File: src/rtl/mem_arb_pkg.sv
// mem_arb_pkg: shared types and defaults for the memory arbiter.
// Holds the FSM state enum, owner codes, default sizes and a range helper.
package mem_arb_pkg;

    typedef enum logic [1:0] {
        IDLE  = 2'd0,
        ISSUE = 2'd1,
        RESP  = 2'd2
    } state_e;

    localparam logic [1:0] OWN_NONE = 2'd0;
    localparam logic [1:0] OWN_I    = 2'd1;
    localparam logic [1:0] OWN_D    = 2'd2;

    localparam int MAX_WAIT_DEF  = 4;
    localparam int MEM_WORDS_DEF = 4096;

    function automatic logic in_range(
        input logic [31:0] addr,
        input logic [31:0] words
    );
        return addr < words;
    endfunction

endpackage

File: src/rtl/mem_arbiter_if.sv
// mem_arbiter_if: core fetch/data ports plus the memory-side bus.
// slave = arbiter view, master = core + memory view.
interface mem_arbiter_if;

    logic        i_req;
    logic [31:0] i_addr;
    logic [31:0] i_rdata;
    logic        i_valid;
    logic        i_err;

    logic        d_req;
    logic [31:0] d_addr;
    logic [31:0] d_wdata;
    logic [3:0]  d_wmask;
    logic [31:0] d_rdata;
    logic        d_valid;
    logic        d_err;

    logic        en_mem;
    logic [31:0] mem_addr;
    logic        mem_rstrb;
    logic [31:0] mem_wdata;
    logic [3:0]  mem_wmask;
    logic [31:0] mem_rdata;

    modport slave (
        input  i_req, i_addr,
        output i_rdata, i_valid, i_err,
        input  d_req, d_addr, d_wdata, d_wmask,
        output d_rdata, d_valid, d_err,
        output en_mem, mem_addr, mem_rstrb, mem_wdata, mem_wmask,
        input  mem_rdata
    );

    modport master (
        output i_req, i_addr,
        input  i_rdata, i_valid, i_err,
        output d_req, d_addr, d_wdata, d_wmask,
        input  d_rdata, d_valid, d_err,
        input  en_mem, mem_addr, mem_rstrb, mem_wdata, mem_wmask,
        output mem_rdata
    );

endinterface

File: src/rtl/mem_arb_prio.sv
// mem_arb_prio: data-first grant select with a fetch starvation counter.
// Ports: clk, resetn, idle_i, i_req_i, d_req_i in; grant_i, grant_d out.
module mem_arb_prio #(
    parameter int MAX_WAIT = 4
) (
    input  logic clk,
    input  logic resetn,
    input  logic idle_i,
    input  logic i_req_i,
    input  logic d_req_i,
    output logic grant_i,
    output logic grant_d
);

    logic [3:0] wait_cnt_q;
    logic [3:0] wait_cnt_d;
    logic       starve;

    assign starve  = (wait_cnt_q == 4'(MAX_WAIT));

    // Fetch wins only when it has lost MAX_WAIT times in a row.
    assign grant_i = idle_i & i_req_i & (~d_req_i | starve);
    assign grant_d = idle_i & d_req_i & ~(i_req_i & starve);

    always_comb begin
        wait_cnt_d = wait_cnt_q;
        if (idle_i) begin
            if (!i_req_i || grant_i) begin
                wait_cnt_d = 4'd0;
            end else if (grant_d && !starve) begin
                wait_cnt_d = wait_cnt_q + 4'd1;
            end
        end
    end

    always_ff @(posedge clk or negedge resetn) begin
        if (!resetn) begin
            wait_cnt_q <= 4'd0;
        end else begin
            wait_cnt_q <= wait_cnt_d;
        end
    end

endmodule

File: src/rtl/mem_arbiter.sv
// mem_arbiter: serialises fetch and load/store onto one memory port.
// Ports: clk, resetn, bus (mem_arbiter_if.slave). Option: MEM_ARB_RANGE_CHECK_EN.
module mem_arbiter
    import mem_arb_pkg::*;
#(
    parameter int MEM_WORDS = MEM_WORDS_DEF,
    parameter int MAX_WAIT  = MAX_WAIT_DEF
) (
    input  logic          clk,
    input  logic          resetn,
    mem_arbiter_if.slave  bus
);

`ifdef MEM_ARB_RANGE_CHECK_EN
    localparam bit RANGE_EN = 1'b1;
`else
    localparam bit RANGE_EN = 1'b0;
`endif

    state_e      state_q, state_d;
    logic [1:0]  owner_q, owner_d;
    logic        err_q, err_d;
    logic        en_q, en_d;
    logic        rstrb_q, rstrb_d;
    logic [3:0]  wmask_q, wmask_d;
    logic [31:0] addr_q, addr_d;
    logic [31:0] wdata_q, wdata_d;

    logic        idle;
    logic        grant_i;
    logic        grant_d;
    logic [31:0] sel_addr;
    logic        oor;
    logic        resp;
    logic [31:0] rdata;

    assign idle = (state_q == IDLE);

    mem_arb_prio #(
        .MAX_WAIT (MAX_WAIT)
    ) u_prio (
        .clk     (clk),
        .resetn  (resetn),
        .idle_i  (idle),
        .i_req_i (bus.i_req),
        .d_req_i (bus.d_req),
        .grant_i (grant_i),
        .grant_d (grant_d)
    );

    assign sel_addr = grant_i ? bus.i_addr : bus.d_addr;
    assign oor = RANGE_EN &&
                 !in_range(sel_addr, 32'(MEM_WORDS));

    always_comb begin
        state_d = state_q;
        owner_d = owner_q;
        err_d   = err_q;
        // Memory-side strobes default low so every access is one cycle.
        en_d    = 1'b0;
        rstrb_d = 1'b0;
        wmask_d = 4'd0;
        addr_d  = 32'd0;
        wdata_d = 32'd0;
        unique case (state_q)
            IDLE: begin
                owner_d = OWN_NONE;
                err_d   = 1'b0;
                if (grant_i || grant_d) begin
                    owner_d = grant_i ? OWN_I : OWN_D;
                    err_d   = oor;
                    if (oor) begin
                        // Out-of-range: answer directly, memory untouched.
                        state_d = RESP;
                    end else begin
                        state_d = ISSUE;
                        en_d    = 1'b1;
                        addr_d  = sel_addr;
                        if (grant_i) begin
                            rstrb_d = 1'b1;
                        end else begin
                            wmask_d = bus.d_wmask;
                            wdata_d = bus.d_wdata;
                            rstrb_d = (bus.d_wmask == 4'd0);
                        end
                    end
                end
            end
            ISSUE: begin
                state_d = RESP;
            end
            RESP: begin
                state_d = IDLE;
            end
            default: begin
                state_d = IDLE;
                owner_d = OWN_NONE;
                err_d   = 1'b0;
            end
        endcase
    end

    always_ff @(posedge clk or negedge resetn) begin
        if (!resetn) begin
            state_q <= IDLE;
            owner_q <= OWN_NONE;
            err_q   <= 1'b0;
            en_q    <= 1'b0;
            rstrb_q <= 1'b0;
            wmask_q <= 4'd0;
            addr_q  <= 32'd0;
            wdata_q <= 32'd0;
        end else begin
            state_q <= state_d;
            owner_q <= owner_d;
            err_q   <= err_d;
            en_q    <= en_d;
            rstrb_q <= rstrb_d;
            wmask_q <= wmask_d;
            addr_q  <= addr_d;
            wdata_q <= wdata_d;
        end
    end

    assign bus.en_mem    = en_q;
    assign bus.mem_rstrb = rstrb_q;
    assign bus.mem_wmask = wmask_q;
    assign bus.mem_addr  = addr_q;
    assign bus.mem_wdata = wdata_q;

    assign resp  = (state_q == RESP);
    assign rdata = err_q ? 32'd0 : bus.mem_rdata;

    assign bus.i_valid = resp && (owner_q == OWN_I);
    assign bus.d_valid = resp && (owner_q == OWN_D);
    assign bus.i_rdata = bus.i_valid ? rdata : 32'd0;
    assign bus.d_rdata = bus.d_valid ? rdata : 32'd0;
    assign bus.i_err   = bus.i_valid & err_q;
    assign bus.d_err   = bus.d_valid & err_q;

endmodule

File: src/flat_wrapper.sv
// flat-port wrapper written by rule: the top's interface ports become plain ports
module mem_arbiter_flat import mem_arb_pkg::*;
#(
    parameter int MEM_WORDS = MEM_WORDS_DEF,
    parameter int MAX_WAIT  = MAX_WAIT_DEF
)
  (clk, resetn, bus_i_req, bus_i_addr, bus_i_rdata, bus_i_valid, bus_i_err, bus_d_req, bus_d_addr, bus_d_wdata, bus_d_wmask, bus_d_rdata, bus_d_valid, bus_d_err, bus_en_mem, bus_mem_addr, bus_mem_rstrb, bus_mem_wdata, bus_mem_wmask, bus_mem_rdata);
  mem_arbiter_if bus_i ();
  input  logic clk;
  input  logic resetn;
  input wire logic [$bits(bus_i.i_req)-1:0] bus_i_req;
  input wire logic [$bits(bus_i.i_addr)-1:0] bus_i_addr;
  output wire logic [$bits(bus_i.i_rdata)-1:0] bus_i_rdata;
  output wire logic [$bits(bus_i.i_valid)-1:0] bus_i_valid;
  output wire logic [$bits(bus_i.i_err)-1:0] bus_i_err;
  input wire logic [$bits(bus_i.d_req)-1:0] bus_d_req;
  input wire logic [$bits(bus_i.d_addr)-1:0] bus_d_addr;
  input wire logic [$bits(bus_i.d_wdata)-1:0] bus_d_wdata;
  input wire logic [$bits(bus_i.d_wmask)-1:0] bus_d_wmask;
  output wire logic [$bits(bus_i.d_rdata)-1:0] bus_d_rdata;
  output wire logic [$bits(bus_i.d_valid)-1:0] bus_d_valid;
  output wire logic [$bits(bus_i.d_err)-1:0] bus_d_err;
  output wire logic [$bits(bus_i.en_mem)-1:0] bus_en_mem;
  output wire logic [$bits(bus_i.mem_addr)-1:0] bus_mem_addr;
  output wire logic [$bits(bus_i.mem_rstrb)-1:0] bus_mem_rstrb;
  output wire logic [$bits(bus_i.mem_wdata)-1:0] bus_mem_wdata;
  output wire logic [$bits(bus_i.mem_wmask)-1:0] bus_mem_wmask;
  input wire logic [$bits(bus_i.mem_rdata)-1:0] bus_mem_rdata;
  assign bus_i.i_req = bus_i_req;
  assign bus_i.i_addr = bus_i_addr;
  assign bus_i_rdata = bus_i.i_rdata;
  assign bus_i_valid = bus_i.i_valid;
  assign bus_i_err = bus_i.i_err;
  assign bus_i.d_req = bus_d_req;
  assign bus_i.d_addr = bus_d_addr;
  assign bus_i.d_wdata = bus_d_wdata;
  assign bus_i.d_wmask = bus_d_wmask;
  assign bus_d_rdata = bus_i.d_rdata;
  assign bus_d_valid = bus_i.d_valid;
  assign bus_d_err = bus_i.d_err;
  assign bus_en_mem = bus_i.en_mem;
  assign bus_mem_addr = bus_i.mem_addr;
  assign bus_mem_rstrb = bus_i.mem_rstrb;
  assign bus_mem_wdata = bus_i.mem_wdata;
  assign bus_mem_wmask = bus_i.mem_wmask;
  assign bus_i.mem_rdata = bus_mem_rdata;
  mem_arbiter #(.MEM_WORDS(MEM_WORDS), .MAX_WAIT(MAX_WAIT)) u_core (.clk(clk), .resetn(resetn), .bus(bus_i));
endmodule
File: config.mk
export PLATFORM = sky130hd
export DESIGN_NAME = mem_arbiter_flat
export DESIGN_NICKNAME = d
export VERILOG_FILES = /design/src/rtl/mem_arb_pkg.sv /design/src/rtl/mem_arbiter_if.sv /design/src/rtl/mem_arb_prio.sv /design/src/rtl/mem_arbiter.sv /design/src/flat_wrapper.sv
export SDC_FILE = /design/constraint.sdc
export NUM_CORES = 1
export LEC_CHECK = 0
export BUFFER_PORTS_ARGS = -buffer_cell sky130_fd_sc_hd__buf_2
export CORE_AREA = 2 2 106 108
export CTS_BUF_LIST = sky130_fd_sc_hd__clkbuf_4
export DETAILED_ROUTE_END_ITERATION = 10
export DIE_AREA = 0 0 108 110
export PLACE_DENSITY = 0.72
export SETUP_SLACK_MARGIN = 0.5
export SYNTH_ARGS = -nofsm -noshare
export SYNTH_HDL_FRONTEND = slang
export SYNTH_SLANG_ARGS = --single-unit
export TNS_END_PERCENT = 100
File: constraint.sdc
create_clock -name clk -period 1.94 [get_ports clk]
set_clock_uncertainty 0.15 [all_clocks]
set_input_delay 0.291 -clock clk [delete_from_list [all_inputs] [get_ports clk]]
set_output_delay 0.291 -clock clk [all_outputs]
set_load 0.01 [all_outputs]
### Word-level counts from Yosys, hierarchy flattened

Cells that the tools add are included.

* multiplexer cells: 23
* bitwise operators: 8
* reductions and logical operators: 12
* $add $sub $neg: 1
* equality and inequality tests: 6

Operators by type and width (count)
* 2-to-1 mux 32 bit: 8
* 2-to-1 mux 4 bit: 5
* case mux 2 bit (2 select lines): 2
* 2-to-1 mux 2 bit: 3
* AND 1 bit: 5
* 2-to-1 mux 1 bit: 5
* adder 4 x 1 -> 4 bit, second input constant: 1
* equality test 2 x 1 -> 1 bit, second input constant: 2
* equality test 2 bit, second input constant: 2
* equality test 4 x 3 -> 1 bit, second input constant: 1
* logical NOT 4 bit: 1
* logical AND 1 bit: 3
* logical NOT 1 bit: 2
* logical NOT 2 bit: 1
* logical OR 1 bit: 2
* inequality test 2 x 1 -> 1 bit, second input constant: 1
* inverter 1 bit: 2
* AND reduction 2 bit: 1
* nonzero test 2 bit: 1
* OR reduction 2 bit: 1
* bitwise OR 1 bit: 1

* output and inout port bits: 138
* register bits after elaboration: 78
* word-level logic and storage cells: 58

### Depth between registers and ports, before layout

Gate-level depths: netlist of run 1.

* depth after elaboration: 7
* mapped depth: 7

### By module

Synthesis of run 1 repeated with hierarchy kept, for this count alone.

* cells, all modules: 274
* area total of the unflattened synthesis: 3326.9 um^2

Modules (own cells, without submodules)
* mem_arbiter: area an instance 3027.9 um^2, seq. area each 1851.8 um^2, cells an instance 245, times used 1
* mem_arb_prio: area an instance 299.0 um^2, seq. area each 100.1 um^2, cells an instance 29, times used 1

### Worst setup path before layout of run 1

No wires, ideal clock.

* path type: reg-to-output
* from: reg u_core.state_q[0]
* to: out bus_d_rdata[22]
* path slack: 0.157 ns
* data arrival time: 1.342 ns
* cell stages (with the launch flop): 7
* path through: dfrtp_1 > inv_1 > ha_1 > nand2_1 > nor2_1 > clkbuf_1 > and2_1

* word-level cells in the longest chain between the ends: 3

RTL lines
* from (decl): line mem_arbiter.sv:20 `state_e state_q, state_d;`
* from (signal assigned): line mem_arbiter.sv:114 `state_q <= state_d;`
* equality test 2 bit: line mem_arbiter.sv:131 `assign resp = (state_q == RESP);`
* logical AND 1 bit: line mem_arbiter.sv:135 `assign bus.d_valid = resp && (owner_q == OWN_D);`
* named net bus_d_valid: line flat_wrapper.sv:21 `output wire logic [$bits(bus_i.d_valid)-1:0] bus_d_valid;`
* 2-to-1 mux 32 bit: line mem_arbiter.sv:137 `assign bus.d_rdata = bus.d_valid ? rdata : 32'd0;`
* to (decl): line flat_wrapper.sv:20 `output wire logic [$bits(bus_i.d_rdata)-1:0] bus_d_rdata;`

The timed path passes the listed nets, and every way through them passes these cells.

### Worst setup path after layout of run 1

* from: reg u_core.state_q[0]
* to: out bus_d_rdata[1]

* word-level cells in the longest chain between the ends: 3

RTL lines (line)
* equality test 2 bit: mem_arbiter.sv:131
* logical AND 1 bit: mem_arbiter.sv:135
* 2-to-1 mux 32 bit: mem_arbiter.sv:137

No other way between the ends.

==> impl_metrics.toml, run 1 <==
[worst_setup_path]
crit_path_end_kind = "primary output"
slowest_stage = "dfrtp_1"
required_ns = 1.50
crit_buf_inv = 4
critPathMaxFanout = 16
critPathKind = "reg -> out"
max_stage_delay_ns = 0.42
arrival_ns = 1.76
worstPathCellList = "inv_2, ha_4, buf_6, nand2_4, nor2_4, clkbuf_16, and2_4, buf_6"
worstSetupStartpointType = "register"
crit_top_cell = "buf_6"
cp_top_family = "buffers and inverters"

[clock_tree]
clockBufferDepth = 2
cts_tree = "done"
ctsHtreeMaxLevel = 3
cts-root-buf = "clkbuf_4"
clkLatencyLatePin_ns = 0.42
cts_sinks = 78
clk_pin_slew_ns = 0.12
cts_buffers = 9

[route]
vias_per_cell = 4.637
dr.pass1.iters = 4
wl_per_cell_um = 18.46
via_count = 3858
drc = 0
routed_wl_um = 15360
drtIter0Drc = 228
ant_nets = 0

[die]
dieArea_um2 = 11880
start_util = 0.3098
core_area_um2 = 10700
die_x_um = 108
row_count = 38
die_h_um = 110
ios = 274

[cells_and_area]
nFillCells = 694
layoutNonFillerInstCount = 832
syn_to_final_growth_pct = 126.4
nets = 827
final_cell_mix = "buf_2, dlygate4sd3_1, and2_4"
post-route-util = 0.7015
fin_area_um2 = 7505
final_common_cell = "buf_2"
drive_above_1_share = 0.6551

[sta]
min_period_over_period = 1.133
hold_viol_final = 0
report.final.slew_viol_count = 0
setup_slack_ns = -0.2584
min_period_ns = 2.198
rsz0062_at_grt = "true"
fmax_mhz = 454.9
setup_violations = 66
setup_tns_ns = -14.65

[global_route]
grt_overflow = 0
antenna_found_initial = 2
grt_pass1_vias = 4111
grt_pass1_wl_um = 20810
track_usage = 0.2341
grt_max_degree = 43

[placement]
placed_cells = 671
hpwl_um = 8203
place_ws_ns = 0.1359
post_dp_cell_area_um2 = 5055
gp_congestion = 0.7848
port-buffer-count = 271

[synthesis]
syn_area_um2 = 3314
synth_flop_cell = "dfrtp_1"
synthTopCellsByArea = "dfrtp_1, and2_1, a22o_1"
yosys.area.top_type = "dfrtp_1"
synth_top_area_share = 0.5889
ys.warnings.count = 0
yosys_register_bits = 78
synth-edff-count = 0
synthArstFlopShare = 1.000
seq_area_frac_synth = 0.5889
netlist_instances = 273
syn_avg_cell_area_um2 = 12.14
ys_types = 30

[pwr]
pwr_density_cell_nw_per_um2 = 933.0
max-vdd-ir-drop_mv = 0.7184
total_leakage_power_nw = 3.978

[run]
cap_violations = 0

[worst_hold_path]
min_path_type = "in -> reg"

[run_status]
status = "finished, violations left"
failed_checks = "setup timing"
[per-layer routing]
metal,track usage,wire length [um],up-vias
li1,-,-,1725
met1,0.2523,5583,1862
met4,0.07875,296,2
met3,0.06820,1202,36
met5,0,10,-
met2,0.4389,8262,233
[metrics by stage]
step                hold WS (ns)  power (mW)
floorplan                -0.1546       3.451
global placement          0.1307       4.138
detailed placement        0.1390       4.200
CTS                      0.05572       6.655
global route             0.08256       7.313
finish                    0.1027       7.002
[worst reg2reg max path, stage by stage, from the launching register on]
cell,delay [ns]
dfrtp_1,0.42
inv_2,0.08
ha_4,0.13
and3b_4,0.22
a21oi_4,0.08
buf_8,0.16
buf_6,0.13
buf_16,0.13
a22o_1,0.21
[Yosys cell counts (3+ instances only)]
library cell,number
nand2_1,3
buf_2,3
buf_6,4
and2_1,101
nand4_1,3
dfrtp_1,78
a22o_1,29
mux2_2,4
clkbuf_1,7
inv_1,6
ha_1,6
a22o_2,3
clkbuf_2,4
[worst paths after layout]
path / startpoint / slack (ns) / to / depth (start not counted)
worst max register to register: u_core.u_prio.wait_cnt_q[1]$_DFFE_PN0P_ / 0.11 / u_core.bus.mem_addr[22]$_DFF_PN0_ / 8
worst max-delay path: u_core.state_q[0]$_DFFE_PN0P_ / -0.26 / bus_d_rdata[1] / 8
worst min-delay path: bus_i_req / 0.10 / u_core.u_prio.wait_cnt_q[2]$_DFFE_PN0P_ / 3
worst min register to register: u_core.u_prio.wait_cnt_q[3]$_DFFE_PN0P_ / 0.42 / u_core.u_prio.wait_cnt_q[3]$_DFFE_PN0P_ / 1
max in group asynchronous: resetn / 0.83 / u_core.bus.mem_addr[15]$_DFF_PN0_ / 3
min in group asynchronous: resetn / 0.21 / u_core.bus.mem_wdata[7]$_DFF_PN0_ / 2
[sequential cells by signal, summed over array words and instances (netlist names)]
register	flops
u_core.bus.mem_addr	32
u_core.bus.mem_wdata	32
u_core.bus.mem_wmask	4
u_core.u_prio.wait_cnt_q	4
u_core.owner_q	2
u_core.state_q	2
u_core.bus.en_mem	1
u_core.bus.mem_rstrb	1
[logic make-up (layout without fill, tap and decap cells)]
logic type	count (synthesis)	after routing	share of synthesized area
simple gates	119	119	0.2239
other cells	1	4	0.001131
buf+inv	26	442	0.04341
fa+ha+maj	6	6	0.02265
compound gates	38	38	0.1034
flops	78	78	0.5889
mux	5	5	0.01661
[where the power goes]
part | internal [mW] | switching, mW
Clock | 0.665 | 0.580
Sequential | 2.01 | 0.174
Combinational | 2.12 | 1.45
[cell type report]
class	instances	area (um^2)	share of cell area
Timing Repair Buffer	420	3581	0.4772
Sequential cell	78	1952	0.2601
Multi-Input combinational cell	170	1584	0.2111
Tap cell	140	175.2	0.02334
Clock inverter	6	110.1	0.01467
Clock buffer	10	75.07	0.01000
Inverter	6	22.52	0.003001
Antenna cell	2	5.005	0.0006669
[repair_timing]
item	CTS	global route
hold endpoints to repair	104	0
cloned	11	3
buffers inserted	19	9
hold buffers	101	0
endpoints found under the setup margin	145	157
resized for setup	113	25
pin swaps	20	26
(Power assumes the default switching activity.)
==> run 2, diff against run 1 <==
Settings changed: SYNTH_HIERARCHICAL set to 1.
==> run 2 against run 1 <==
  * The run still ends with setup timing left
  * Via count hardly changed
  * Register-to-register slack worse by 0.38 ns
  * Clock power is 8% lower
  * Total power is 14% lower
  * Area after synthesis is 0.38% higher
  * Critical path type unchanged
==> impl_metrics.toml, run 2 <==
[cells_and_area]
final_cell_mix = "buf_2, dlygate4sd3_1, dfrtp_1"
drive_above_1_share = 0.6061
syn_to_final_growth_pct = 114.3
layoutNonFillerInstCount = 824
nets = 819
final_common_cell = "buf_2"
nFillCells = 696

[clock_tree]
clk_pin_slew_ns = 0.13
cts_tree = "done"
cts_sinks = 78
ctsHtreeMaxLevel = 3
clkLatencyLatePin_ns = 0.41
clockBufferDepth = 2
cts-root-buf = "clkbuf_4"
cts_buffers = 9

[placement]
port-buffer-count = 271
placed_cells = 674
hpwl_um = 8202
gp_congestion = 0.8391

[sta]
setup_tns_ns = -29.76
rsz0062_at_grt = "true"
min_period_ns = 2.250
setup_violations = 137
relSlewSlack = 0.6226
setup_slack_ns = -0.3105
tightest_slew_ns = 0.5661
min_period_over_period = 1.160
fmax_mhz = 444.4
report.final.slew_viol_count = 0
hold_viol_final = 0

[synthesis]
syn_avg_cell_area_um2 = 12.14
netlist_instances = 274
synthArstFlopShare = 1.000
post-synth-top-count-cell = "and2_1"
syn_area_um2 = 3327
seq_area_frac_synth = 0.5867
yosys.area.top_type = "dfrtp_1"
ys_types = 29
synth_top_area_share = 0.5867
synth_flop_cell = "dfrtp_1"
ys_top_cells_by_count = "and2_1, dfrtp_1, a22o_1"
synthTopCellsByArea = "dfrtp_1, and2_1, a22o_1"
synth-edff-count = 0
yosys_register_bits = 78
ys.warnings.count = 6

[worst_hold_path]
min_path_type = "in -> reg"

[worst_setup_path]
critPathKind = "reg -> out"
worstSetupStartpointType = "register"
critPathMaxFanout = 8
required_ns = 1.50
crit_path_end_kind = "primary output"
arrival_ns = 1.81

[global_route]
grt_pass1_wl_um = 20340
antenna_found_initial = 1
track_usage = 0.2285
grt_pass1_vias = 3983
grt_overflow = 0
grt_max_degree = 45

[die]
dieArea_um2 = 11880
row_count = 38
die_h_um = 110
ios = 274
start_util = 0.3110
die_x_um = 108
core_area_um2 = 10700

[pwr]
max-vdd-ir-drop_mv = 0.6720
total_leakage_power_nw = 3.856
power.total_mw = 6.022
pwr_density_cell_nw_per_um2 = 844.5

[route]
via_count = 3857
wl_per_cell_um = 19.17
vias_per_cell = 4.681
ant_nets = 0
dr.pass1.iters = 4
routed_wl_um = 15790
drtIter0Drc = 176
drc = 0

[run_status]
status = "finished, violations left"
failed_checks = "setup timing"

[run]
cap_violations = 0
==> run 2: per-layer routing <==
layer  GRT usage  vias to the layer above  share of wire
li1            -                     1714              -
met1      0.2203                     1865           0.33
met2      0.4609                      233           0.55
met3     0.05879                       45          0.077
met4     0.08608                        0          0.037
met5           0                        -              0
==> run 2: report_power, final <==
group,leakage (nW),internal [mW],switching [mW],total [mW]
sequential,1.06,1.95,0.148,2.10
clock,0.0844,0.536,0.605,1.14
combinational,2.71,1.58,1.20,2.78
total,3.86,4.07,1.95,6.02
==> run 2: stage by stage <==
stage | hold WS (ns) | worst slack [ns] | instance area (um^2) | utilization
floorplan | -0.1546 | 0.03616 | 3572 | -
global route | 0.07225 | -0.3797 | 7131 | 0.6666
finish | 0.07334 | -0.3105 | 7131 | 0.6666
CTS | 0.05796 | -0.2730 | 6601 | 0.6171
global placement | 0.1709 | 0.06963 | 5051 | 0.4722
detailed placement | 0.1746 | 0.02326 | 5051 | 0.4722
==> run 2: final timing paths <==
kind | start | end | slack [ns] | depth (start not counted)
hold reg to reg | u_core/owner_q[1]$_DFFE_PN0N_ | u_core/owner_q[1]$_DFFE_PN0N_ | 0.41 | 1
min in group asynchronous | resetn | u_core/bus.mem_wdata[14]$_DFF_PN0_ | 0.23 | 2
setup reg to reg | u_core/state_q[1]$_DFFE_PN0P_ | u_core/bus.mem_addr[23]$_DFF_PN0_ | -0.27 | 10
setup / recovery | u_core/state_q[0]$_DFFE_PN0P_ | bus_d_rdata[11] | -0.31 | 6
hold / removal | bus_d_req | u_core/u_prio/wait_cnt_q[0]$_DFFE_PN0P_ | 0.07 | 3
max in group asynchronous | resetn | u_core/bus.mem_rstrb$_DFF_PN0_ | 0.80 | 3
==> run 2: cell families after synthesis <==
family | synth area share
mux | 0.01316
simple gates | 0.2320
other cells | 0.001127
fa+ha+maj | 0.01880
flops | 0.5867
buf+inv | 0.04212
compound gates | 0.1061
==> run 2: cell type report <==
class                           count  area, um^2  share of cell area
Antenna cell                        1       2.502           0.0003509
Clock buffer                       10       75.07             0.01053
Clock inverter                      6       85.08             0.01193
Inverter                            6       25.02            0.003509
Multi-Input combinational cell    170        1483              0.2079
Sequential cell                    78        1952              0.2737
Tap cell                          140       175.2             0.02457
Timing Repair Buffer              413        3333              0.4675
==> run 2: repair_timing <==
| action | CTS | global route |
|---|---|---|
| setup buffers | 15 | 7 |
| setup endpoints to repair | 141 | 156 |
| resized for setup | 22 | 70 |
| endpoints found under the hold margin | 110 | 0 |
| gates cloned | 5 | 5 |
| hold buffers | 101 | 0 |
| pin swaps | 4 | 19 |
==> run 2: critical path, stage by stage (launching register included) <==
cell and delay, ns:
dfrtp_1 0.41, inv_2 0.09, ha_4 0.14, and3b_2 0.31, clkbuf_16 0.20, and2_4 0.15, buf_6 0.10
==> run 3, diff against run 2 <==
==> constraint.sdc (replaced) <==
create_clock -name clk -period 1.94 [get_ports clk]
set_clock_uncertainty 0.15 [all_clocks]
set_input_delay 0.097 -clock clk [delete_from_list [all_inputs] [get_ports clk]]
set_output_delay 0.097 -clock clk [all_outputs]
set_load 0.01 [all_outputs]
==> run 3 against run 2 <==
  * The run ends with hold timing, setup timing left
  * Design area shrank 7.4%
  * Non-clock buffer count shrank 3
  * Flip-flop and latch count is the same
  * Maximum frequency grew 14%
  * Sequential power is essentially flat
  * Sequential share of layout area grew 2.2 points
  * Register-to-register slack gained 0.23 ns
  * Final cell count shrank 0.49%
  * Via count shrank 4.2%
==> impl_metrics.toml, run 3 (synthesis gave the netlist of run 2 again) <==
[die]
dieArea_um2 = 11880
die_h_um = 110
core_area_um2 = 10700
die_x_um = 108
row_count = 38
start_util = 0.3110
ios = 274

[sta]
rsz0062_at_grt = "true"
setup_slack_ns = -0.03688
setup_violations = 60
min_period_ns = 1.977
fmax_mhz = 505.8
min_period_over_period = 1.019
hold_viol_final = 31
report.final.slew_viol_count = 0
whs_ns = -0.04113

[route]
drc = 0
wirelength_met1_um = 4533
met2RoutedLength_um = 7359
ant_nets = 0
vias_per_cell = 4.505
wl_per_cell_um = 16.43
drtIter0Drc = 213
routed_wl_um = 13480
top_layer = "met4"
dr.pass1.iters = 5
wl_met3_um = 1143
via_count = 3694

[worst_setup_path]
crit_path_start = "u_core/state_q[1]$_DFFE_PN0P_"
crit_path_end_kind = "register"
reg2reg_from = "u_core/state_q[1]$_DFFE_PN0P_"
required_ns = 2.12
critPathMaxFanout = 15
crit-reg2reg-capture = "u_core/bus.mem_addr[9]$_DFF_PN0_"
crit_end = "u_core/bus.mem_addr[9]$_DFF_PN0_"
r2r_setup_slack_ns = -0.04
arrival_ns = 2.16
ff2ff_path_depth = 9
critPathKind = "reg -> reg"
worstSetupStartpointType = "register"

[cells_and_area]
nFillCells = 803
layoutNonFillerInstCount = 820
post-route-util = 0.6172
final_common_cell = "buf_2"
syn_to_final_growth_pct = 98.46
diodes = 0
nets = 816
drive_above_1_share = 0.5221
final_cell_mix = "buf_2, dlygate4sd3_1, and2_1"

[clock_tree]
cts_buffers = 9
cts_sinks = 78
clkLatencyLatePin_ns = 0.42
ctsHtreeMaxLevel = 3
clockBufferDepth = 2
cts_tree = "done"
cts-root-buf = "clkbuf_4"
clk_pin_slew_ns = 0.14

[global_route]
grt_max_degree = 43
grt_pass1_wl_um = 18770
track_usage = 0.2124
grt_pass1_vias = 3712
grt_overflow = 0
antenna_found_initial = 1

[worst_hold_path]
min_path_type = "in -> async"

[placement]
placed_cells = 672
gp_congestion = 0.7799
port-buffer-count = 271
hpwl_um = 8053

[pwr]
max-vdd-ir-drop_mv = 0.5648
total_leakage_power_nw = 3.708
pwr_density_cell_nw_per_um2 = 851.8

[run_status]
failed_checks = "hold timing, setup timing"
status = "finished, violations left"

[run]
cap_violations = 0
run 3: stage by stage:
| stage | total power, mW | setup TNS (ns) | cell area [um^2] | worst slack (ns) |
|---|---|---|---|---|
| global route | 5.903 | -9.636 | 6603 | -0.1319 |
| global placement | 3.712 | 0 | 4888 | 0.08416 |
| detailed placement | 3.772 | 0 | 4888 | 0.02317 |
| floorplan | 3.052 | 0 | 3372 | 0.03616 |
| finish | 5.624 | -0.8255 | 6603 | -0.03688 |
| CTS | 5.417 | -1.599 | 6461 | -0.05687 |
run 3: layout make-up:
cell class	instances	area (um^2)	area share
clock buffer	10	75.07	0.01137
clock inverter	6	60.06	0.009096
inverter	6	25.02	0.003790
multi-input combinational	170	1353	0.2049
sequential	78	1952	0.2956
tap	140	175.2	0.02653
timing repair buffer	410	2963	0.4487
run 3: power breakdown:
group | switching, mW | leakage [nW] | internal [mW]
Combinational | 1.14 | 2.57 | 1.44
Sequential | 0.116 | 1.06 | 1.95
Clock | 0.568 | 0.0742 | 0.403
run 3: what timing repair did:
item,in CTS,in global routing
endpoints found under the setup margin,141,143
endpoints found under the hold margin,151,5
hold buffers,103,1
buffers inserted,15,7
pin swaps,12,7
gates resized for setup,34,16
gates cloned,6,0
run 3: worst min-delay path by stage:
stage                                                    end  slack, ns  depth (start not counted)    from
after floorplan                  u_core/bus.en_mem$_DFF_PN0_      -0.35                          0  resetn
after global placement    u_core/bus.mem_wdata[16]$_DFF_PN0_      -0.06                          1  resetn
after detailed placement   u_core/bus.mem_addr[19]$_DFF_PN0_      -0.06                          1  resetn
after CTS                  u_core/bus.mem_addr[19]$_DFF_PN0_      -0.03                          2  resetn
after global routing      u_core/bus.mem_wdata[14]$_DFF_PN0_      -0.03                          2  resetn
final                     u_core/bus.mem_wdata[14]$_DFF_PN0_      -0.04                          2  resetn
run 3: critical path, stage by stage (launching register included):
cell,delay [ns]
dfrtp_1,0.42
buf_4,0.16
inv_4,0.06
ha_4,0.15
nand2_2,0.07
a21oi_4,0.12
and3b_4,0.28
buf_12,0.14
buf_16,0.14
a22o_1,0.19
run 3: layer usage:
layer  global-route usage  vias up
li1                     -     1705
met1               0.2127     1709
met2               0.4048      232
met3              0.06408       48
met4              0.09432        0
met5                    0        -
